<file path="src/rtl/vga_timing_pkg.sv">
// Timing constants and counter type shared by the VGA sync generator.
// Defaults describe standard 640x480@60 with a 25.175 MHz pixel clock.
package vga_timing_pkg;

  localparam int unsigned CNT_W = 10;
  typedef logic [CNT_W-1:0] cnt_t;

  // Horizontal defaults, in pixel clocks
  localparam int unsigned H_VISIBLE_DEF = 640;
  localparam int unsigned H_FRONT_DEF   = 16;
  localparam int unsigned H_SYNC_DEF    = 96;
  localparam int unsigned H_BACK_DEF    = 48;

  // Vertical defaults, in lines
  localparam int unsigned V_VISIBLE_DEF = 480;
  localparam int unsigned V_FRONT_DEF   = 10;
  localparam int unsigned V_SYNC_DEF    = 2;
  localparam int unsigned V_BACK_DEF    = 33;

  // Derived totals and sync windows (start inclusive, end exclusive)
  localparam int unsigned H_TOTAL_DEF      = H_VISIBLE_DEF + H_FRONT_DEF + H_SYNC_DEF + H_BACK_DEF;
  localparam int unsigned H_SYNC_START_DEF = H_VISIBLE_DEF + H_FRONT_DEF;
  localparam int unsigned H_SYNC_END_DEF   = H_SYNC_START_DEF + H_SYNC_DEF;
  localparam int unsigned V_TOTAL_DEF      = V_VISIBLE_DEF + V_FRONT_DEF + V_SYNC_DEF + V_BACK_DEF;
  localparam int unsigned V_SYNC_START_DEF = V_VISIBLE_DEF + V_FRONT_DEF;
  localparam int unsigned V_SYNC_END_DEF   = V_SYNC_START_DEF + V_SYNC_DEF;

endpackage

</file>
<file path="src/rtl/vga_hv_sync_gen_if.sv">
// Video timing bundle: sync strobes, raster position and visible flag.
interface vga_hv_sync_gen_if;
  import vga_timing_pkg::*;

  logic hsync;
  logic vsync;
  cnt_t countH;
  cnt_t countV;
  logic inDisplay;

  modport master (output hsync, vsync, countH, countV, inDisplay);
  modport slave  (input  hsync, vsync, countH, countV, inDisplay);

endinterface

</file>
<file path="src/rtl/vga_axis_timer.sv">
// One raster axis: wrapping position counter with sync-window and visible decodes.
// Decodes are combinational from the count register, so they line up with it.
module vga_axis_timer
  import vga_timing_pkg::*;
#(
  parameter int unsigned VISIBLE = 640,
  parameter int unsigned FRONT   = 16,
  parameter int unsigned SYNC    = 96,
  parameter int unsigned BACK    = 48
) (
  input  logic clk,
  input  logic rst_n,
  input  logic en,
  output cnt_t count,
  output logic wrap_c,
  output logic sync_c,
  output logic visible_c
);

  localparam int unsigned TOTAL      = VISIBLE + FRONT + SYNC + BACK;
  localparam int unsigned SYNC_START = VISIBLE + FRONT;
  localparam int unsigned SYNC_END   = SYNC_START + SYNC;

  // Last position of the axis reached while advancing
  assign wrap_c = en && (count == CNT_W'(TOTAL - 1));

  // Position counter: advance when enabled, return to zero after the last position
  always_ff @(posedge clk or negedge rst_n) begin
    if (!rst_n) begin
      count <= '0;
    end else if (en) begin
      if (wrap_c) begin
        count <= '0;
      end else begin
        count <= count + CNT_W'(1);
      end
    end
  end

  // Window decodes against the registered position
  assign sync_c    = (count >= CNT_W'(SYNC_START)) && (count < CNT_W'(SYNC_END));
  assign visible_c = (count < CNT_W'(VISIBLE));

endmodule

</file>
<file path="src/rtl/vga_hv_sync_gen.sv">
// VGA horizontal/vertical sync generator.
// Sync polarity: active-low by default; define VGA_SYNC_ACTIVE_HIGH_EN for active-high.
// Total line and frame counts must stay below 1024.
module vga_hv_sync_gen
  import vga_timing_pkg::*;
#(
  parameter int unsigned H_VISIBLE = H_VISIBLE_DEF,
  parameter int unsigned H_FRONT   = H_FRONT_DEF,
  parameter int unsigned H_SYNC    = H_SYNC_DEF,
  parameter int unsigned H_BACK    = H_BACK_DEF,
  parameter int unsigned V_VISIBLE = V_VISIBLE_DEF,
  parameter int unsigned V_FRONT   = V_FRONT_DEF,
  parameter int unsigned V_SYNC    = V_SYNC_DEF,
  parameter int unsigned V_BACK    = V_BACK_DEF
) (
  input logic               clk,
  input logic               reset,
  vga_hv_sync_gen_if.master vga
);

  cnt_t h_count;
  cnt_t v_count;
  logic h_wrap;
  logic h_sync_win;
  logic h_visible;
  logic v_wrap_unused;
  logic v_sync_win;
  logic v_visible;

  // Column counter, advances every pixel clock
  vga_axis_timer #(
    .VISIBLE (H_VISIBLE),
    .FRONT   (H_FRONT),
    .SYNC    (H_SYNC),
    .BACK    (H_BACK)
  ) u_h_timer (
    .clk       (clk),
    .rst_n     (reset),
    .en        (1'b1),
    .count     (h_count),
    .wrap_c    (h_wrap),
    .sync_c    (h_sync_win),
    .visible_c (h_visible)
  );

  // Line counter, advances on the column wrap so both wrap together at frame end
  vga_axis_timer #(
    .VISIBLE (V_VISIBLE),
    .FRONT   (V_FRONT),
    .SYNC    (V_SYNC),
    .BACK    (V_BACK)
  ) u_v_timer (
    .clk       (clk),
    .rst_n     (reset),
    .en        (h_wrap),
    .count     (v_count),
    .wrap_c    (v_wrap_unused),
    .sync_c    (v_sync_win),
    .visible_c (v_visible)
  );

  assign vga.countH    = h_count;
  assign vga.countV    = v_count;
  assign vga.inDisplay = h_visible && v_visible;

`ifdef VGA_SYNC_ACTIVE_HIGH_EN
  assign vga.hsync = h_sync_win;
  assign vga.vsync = v_sync_win;
`else
  assign vga.hsync = ~h_sync_win;
  assign vga.vsync = ~v_sync_win;
`endif

endmodule

</file>
<file path="src/flat_wrapper.sv">
// flat-port wrapper written by rule: the top's interface ports become plain ports
module vga_hv_sync_gen_flat import vga_timing_pkg::*;
#(
  parameter int unsigned H_VISIBLE = H_VISIBLE_DEF,
  parameter int unsigned H_FRONT   = H_FRONT_DEF,
  parameter int unsigned H_SYNC    = H_SYNC_DEF,
  parameter int unsigned H_BACK    = H_BACK_DEF,
  parameter int unsigned V_VISIBLE = V_VISIBLE_DEF,
  parameter int unsigned V_FRONT   = V_FRONT_DEF,
  parameter int unsigned V_SYNC    = V_SYNC_DEF,
  parameter int unsigned V_BACK    = V_BACK_DEF
)
  (clk, reset, vga_hsync, vga_vsync, vga_countH, vga_countV, vga_inDisplay);
  vga_hv_sync_gen_if vga_i ();
  input logic clk;
  input logic reset;
  output wire logic [$bits(vga_i.hsync)-1:0] vga_hsync;
  output wire logic [$bits(vga_i.vsync)-1:0] vga_vsync;
  output wire logic [$bits(vga_i.countH)-1:0] vga_countH;
  output wire logic [$bits(vga_i.countV)-1:0] vga_countV;
  output wire logic [$bits(vga_i.inDisplay)-1:0] vga_inDisplay;
  assign vga_hsync = vga_i.hsync;
  assign vga_vsync = vga_i.vsync;
  assign vga_countH = vga_i.countH;
  assign vga_countV = vga_i.countV;
  assign vga_inDisplay = vga_i.inDisplay;
  vga_hv_sync_gen #(.H_VISIBLE(H_VISIBLE), .H_FRONT(H_FRONT), .H_SYNC(H_SYNC), .H_BACK(H_BACK), .V_VISIBLE(V_VISIBLE), .V_FRONT(V_FRONT), .V_SYNC(V_SYNC), .V_BACK(V_BACK)) u_core (.clk(clk), .reset(reset), .vga(vga_i));
endmodule
</file>
<file path="config.mk">
export PLATFORM = sky130hd
export DESIGN_NAME = vga_hv_sync_gen_flat
export DESIGN_NICKNAME = d
export VERILOG_FILES = /design/src/rtl/vga_timing_pkg.sv /design/src/rtl/vga_hv_sync_gen_if.sv /design/src/rtl/vga_axis_timer.sv /design/src/rtl/vga_hv_sync_gen.sv /design/src/flat_wrapper.sv
export SDC_FILE = /design/constraint.sdc
export NUM_CORES = 1
export LEC_CHECK = 0
export ABC_AREA = 0
export BUFFER_PORTS_ARGS = -buffer_cell sky130_fd_sc_hd__buf_4
export CAP_MARGIN = 15
export CORE_ASPECT_RATIO = 0.75
export CORE_MARGIN = 2
export CORE_UTILIZATION = 30
export DETAILED_ROUTE_END_ITERATION = 10
export GPL_TIMING_DRIVEN = 0
export SYNTH_ARGS = -nofsm -noshare
export SYNTH_HDL_FRONTEND = slang
export SYNTH_SLANG_ARGS = --single-unit
</file>
<file path="constraint.sdc">
create_clock -name clk -period 4.65 [get_ports clk]
set_input_delay 0.2325 -clock clk [delete_from_list [all_inputs] [get_ports clk]]
set_output_delay 0.2325 -clock clk [all_outputs]
set_load 0.01 [all_outputs]
</file>
; ---- Yosys cells after proc, flatten, opt, wreduce, memory -nomap -nowiden
; Cells that the tools add are included.
[totals]
elab_cells = 20
output_inout_bits = 23
reg_bits = 20
ramBits = 0
mem_count = 0
in_bits = 2
latchBits = 0
romBits = 0
[op_classes]
div = 0
reduce_logical = 4
n_lt_le_gt_ge = 6
eq_ne = 2
n_mul = 0
addsub = 2
n_mux = 2
n_bitwise = 2
shift = 0
[ops]
columns = cell, count
row1 = adder 10 x 1 -> 10 bit (second input constant), 2
row2 = equality test 10 bit (second input constant), 2
row3 = less-than comparator 10 bit (second input constant), 2
row4 = less-than comparator 10 x 9 -> 1 bit (second input constant), 2
row5 = 2-to-1 mux 10 bit, 2
row6 = >= comparator 10 bit (second input constant), 1
row7 = >= comparator 10 x 9 -> 1 bit (second input constant), 1
row8 = logical AND 1 bit, 4
row9 = inverter 1 bit, 2

; ---- Depth between registers and ports, before layout
[logic_depth]
depth_word = 3
ltp_mapped = 7
mapped_depth_nobuf = 6

; ---- Cells and area by module
; A second synthesis with hierarchy kept.
[unflattened]
cells_unflattened = 112
hier_area_um2 = 1176.1
[modules_own_cells]
columns = module, n_inst, cells_each, seq_area_each_um2, area_per_inst_um2
row1 = vga_axis_timer at u_core.u_h_timer, 1, 57, 250.2, 604.3
row2 = vga_axis_timer at u_core.u_v_timer, 1, 51, 250.2, 554.3
row3 = vga_hv_sync_gen, 1, 4, 0.0, 17.5

; ---- Worst setup path after synthesis
; No wires, ideal clock.
[synth_timing]
kind = flip-flop to flip-flop
start = reg u_core.u_h_timer.count[0]
end = reg u_core.u_v_timer.count[3]
t_arrival_ns = 1.820
path_slack_ns = 2.761
period_less_slack_ns = 1.889
stages_incl_launch_ff = 7
required_ns = 4.581
setup_time_ns = 0.069
cell_sequence = dfrtp_1 ha_1 nand3_4 or4_4 buf_6 or3_1 nand3_1
[synth_via]
elab_chain_len = 3
[synth_lines]
columns = element, line_no
row1 = from (decl), vga_axis_timer.sv:14  ; output cnt_t count,
row2 = from (signal assigned), vga_axis_timer.sv:35  ; count <= count + CNT_W'(1);
row3 = equality test 10 bit *, vga_axis_timer.sv:25  ; assign wrap_c = en && (count == CNT_W'(TOTAL - 1));
row4 = logical AND 1 bit, vga_axis_timer.sv:25
row5 = 2-to-1 mux 10 bit, vga_axis_timer.sv:32  ; if (wrap_c) begin
row6 = to (signal assigned), vga_axis_timer.sv:35
row7 = to (decl), vga_axis_timer.sv:14
; Mark *: on every way between the ends. The rest lies on a longest branch, timed or not.
; A chain may end at the register's enable or synchronous reset.

; ---- Worst setup path after layout
[layout_timing]
start = reg u_core.u_h_timer.count[0]
end = reg u_core.u_v_timer.count[8]
; Same word-level chain as after synthesis.

==> flow_summary.ini <==
[outcome]
status = complete, no violations

[power]
power.density_mw_per_mm2 = 254.7
irDropWorstVdd_mv = 0.1332
leakage_nw = 0.6716

[global_routing]
grt_pass1_wl_mm = 4.098
antenna_found_initial = 0
grt_pass1_vias = 859
grt_max_degree = 21
grtUsageTotal_pct = 12.76
grt-ovfl-total = 0

[clock_network]
root_buffer = clkbuf_8
clock_sinks = 20
cts_max_level = 1
cts.repair.resized = 0
clk_pin_slew_worst_paths_ps = 90
clock_path_buffers = 2
post_cts_buffers = 0
cts_made_buffers = 3
cts_tree = yes
clk_latency_ps = 270

[timing]
rsz0062_at_grt = no
worst_pin_slew_ps = 514.5
drv_slew = 0
finalHoldViolations = 0
finalCriticalPeriod_ps = 2127
report.final.setup_viol = 0
fin_skew_ps = 13.19
tns_ps = 0
slew_headroom_pct = 65.70
max_freq_mhz = 470.1
min_period_over_period_pct = 45.75

[detailed_routing]
firstDrtPassIters = 4
drc_errors = 0
routed_wl_mm = 2.458
vias = 952
postRouteAntennaNets = 0
drt_iter0_drc = 64
viasPerCell = 5.289
wire_per_inst_um = 13.66

[critical_path]
crit_slowest_cell = clkbuf_1
cp_max_fo = 10
end_kind = flip-flop
cp_top_family = simple AND/OR/NAND/NOR gates
max_stage_delay_ps = 460
worstSetupPathType = reg -> reg
cp_cell_sequence = ha_1 > nand3_4 > nor4_1 > clkbuf_1 > nand4_1 > xnor2_1
arrival_ps = 2270
critPathLaunchType = flip-flop
critPathBufInv = 1
cp.required_ps = 4790

[min_path]
hold_class = in -> async

[finish]
fillerInstances = 331
nets = 148
utilization_pct = 41.48
antennaDiodeCount = 0
final_cells = 180
area.sequential_um2 = 500.5
drive_above_1_share_pct = 26.43
syn_to_final_growth_pct = 28.59
multi_input_area_um2 = 536.8

[floorplan]
num_rows = 18
pin_count = 25
die_area_mm2 = 0.004136
fp.dieH_um = 56.20
core_area_mm2 = 0.003378
start_util_pct = 32.26
die_w_um = 73.60

[synth]
synth_top_area_share_pct = 45.92
synth_flop_cell = dfrtp_1
synth.net_count = 118
synth_area_leader_cell = dfrtp_1
yosys_register_bits = 20
yosys-top-cells-area = dfrtp_1, ha_1, xor2_1
yosysWarnings = 0
yosysUniqueCellTypes = 34
synthesis.area_mm2 = 0.001090
synth_seq_area_share_pct = 45.92
synthArstFlopShare_pct = 100.0
syn_avg_cell_area_um2 = 9.818
synthCells = 111
synth_edf_count = 0

[flow_run]
maxCapViolCount = 0

[placed_design]
gp_congestion = 0.7471
hpwl_mm = 1.717
dp_cells = 175
portBuffers = 24
==> cell usage in the layout, fill, tap and decap left out, types with 3 or more instances in the layout <==
| cell type | count |
|---|---|
| a21oi_1 | 3 |
| nor2_1 | 7 |
| and3_1 | 3 |
| inv_1 | 6 |
| xnor2_1 | 3 |
| or3_1 | 3 |
| o21ai_0 | 7 |
| buf_4 | 24 |
| nand4_1 | 6 |
| xor2_1 | 6 |
| ha_1 | 5 |
| clkbuf_8 | 3 |
| dfrtp_1 | 20 |
| nand3_1 | 8 |
| nand2_1 | 8 |
==> repair_timing <==
item	in CTS	in global routing
endpoints found under the hold margin	20	0
hold buffers	1	0
endpoints found under the setup margin	0	0
==> final timing paths <==
check | start | end | slack (ps) | cells after the start
max in group asynchronous | reset | u_core.u_v_timer.count[1]$_DFFE_PN0N_ | 4040 | 2
setup / recovery | u_core.u_h_timer.count[0]$_DFF_PN0_ | u_core.u_v_timer.count[8]$_DFFE_PN0N_ | 2520 | 6
min in group clk | u_core.u_v_timer.count[7]$_DFFE_PN0N_ | u_core.u_v_timer.count[7]$_DFFE_PN0N_ | 550 | 1
hold / removal | reset | u_core.u_v_timer.count[4]$_DFFE_PN0N_ | 380 | 2
hold reg to reg | u_core.u_v_timer.count[7]$_DFFE_PN0N_ | u_core.u_v_timer.count[7]$_DFFE_PN0N_ | 550 | 1
setup reg to reg | u_core.u_h_timer.count[0]$_DFF_PN0_ | u_core.u_v_timer.count[8]$_DFFE_PN0N_ | 2520 | 6
==> power by group <==
group	internal, mW	total [mW]	switching (mW)
Clock	0.115	0.179	0.0635
Combinational	0.00112	0.00467	0.00355
Sequential	0.174	0.174	0
Total	0.290	0.357	0.0670
==> cells in the mapped netlist (3+ instances only) <==
master	n
a21oi_1	3
and3_1	3
dfrtp_1	20
ha_1	5
inv_1	6
nand2_1	8
nand3_1	8
nand4_1	6
nor2_1	7
o21ai_0	7
or3_1	3
xnor2_1	3
xor2_1	6
==> metrics by stage <==
| stage | power (mW) | hold WS, ps | instance area, µm² | setup WS (ps) |
|---|---|---|---|---|
| after floorplan | 0.1773 | -63.09 | 1090 | 2761 |
| after global placement | 0.1814 | 127.3 | 1320 | 2602 |
| after detailed placement | 0.1816 | 133.5 | 1320 | 2544 |
| after CTS | 0.3602 | 381.2 | 1401 | 2504 |
| after global routing | 0.3688 | 398.2 | 1401 | 2323 |
| final | 0.3569 | 379.1 | 1401 | 2523 |
==> cells by family (layout without fill, tap and decap cells) <==
logic type | after synthesis | after routing | share of synthesized area, %
simple gates | 48 | 48 | 25.72
flops | 20 | 20 | 45.92
compound gates | 17 | 17 | 9.644
buf+inv | 11 | 40 | 4.821
xor+xnor | 9 | 9 | 7.233
fa+ha+maj | 5 | 5 | 5.741
mux | 1 | 1 | 0.9185
==> registers in the layout (all words and copies together) (netlist names) <==
register / flops
u_core.u_h_timer.count: 10
u_core.u_v_timer.count: 10
==> worst reg2reg max path, stage by stage, from the launching register on <==
cell and delay (ps):
dfrtp_1 440, ha_1 260, nand3_4 130, nor4_1 370, clkbuf_1 460, nand4_1 180
xnor2_1 160
==> area by class of cell <==
cell class,count,area share [%]
multi-input combinational,80,38.30
sequential,20,35.71
timing repair buffer,25,13.57
tap,40,3.571
clock buffer,3,2.946
clock inverter,1,2.143
buffer,5,2.143
inverter,6,1.607
==> per-layer routing <==
| layer | routed length [µm] | global-route usage (%) | vias up | share of wire [%] |
|---|---|---|---|---|
| li1 | - | - | 455 | - |
| met1 | 1223 | 18.16 | 469 | 50 |
| met2 | 1096 | 18.49 | 26 | 45 |
| met3 | 128 | 4.348 | 2 | 5.2 |
| met4 | 10 | 2.857 | 0 | 0.41 |
| met5 | 0 | 0 | - | 0 |
Note: power is estimated with default switching activity, not from simulation.
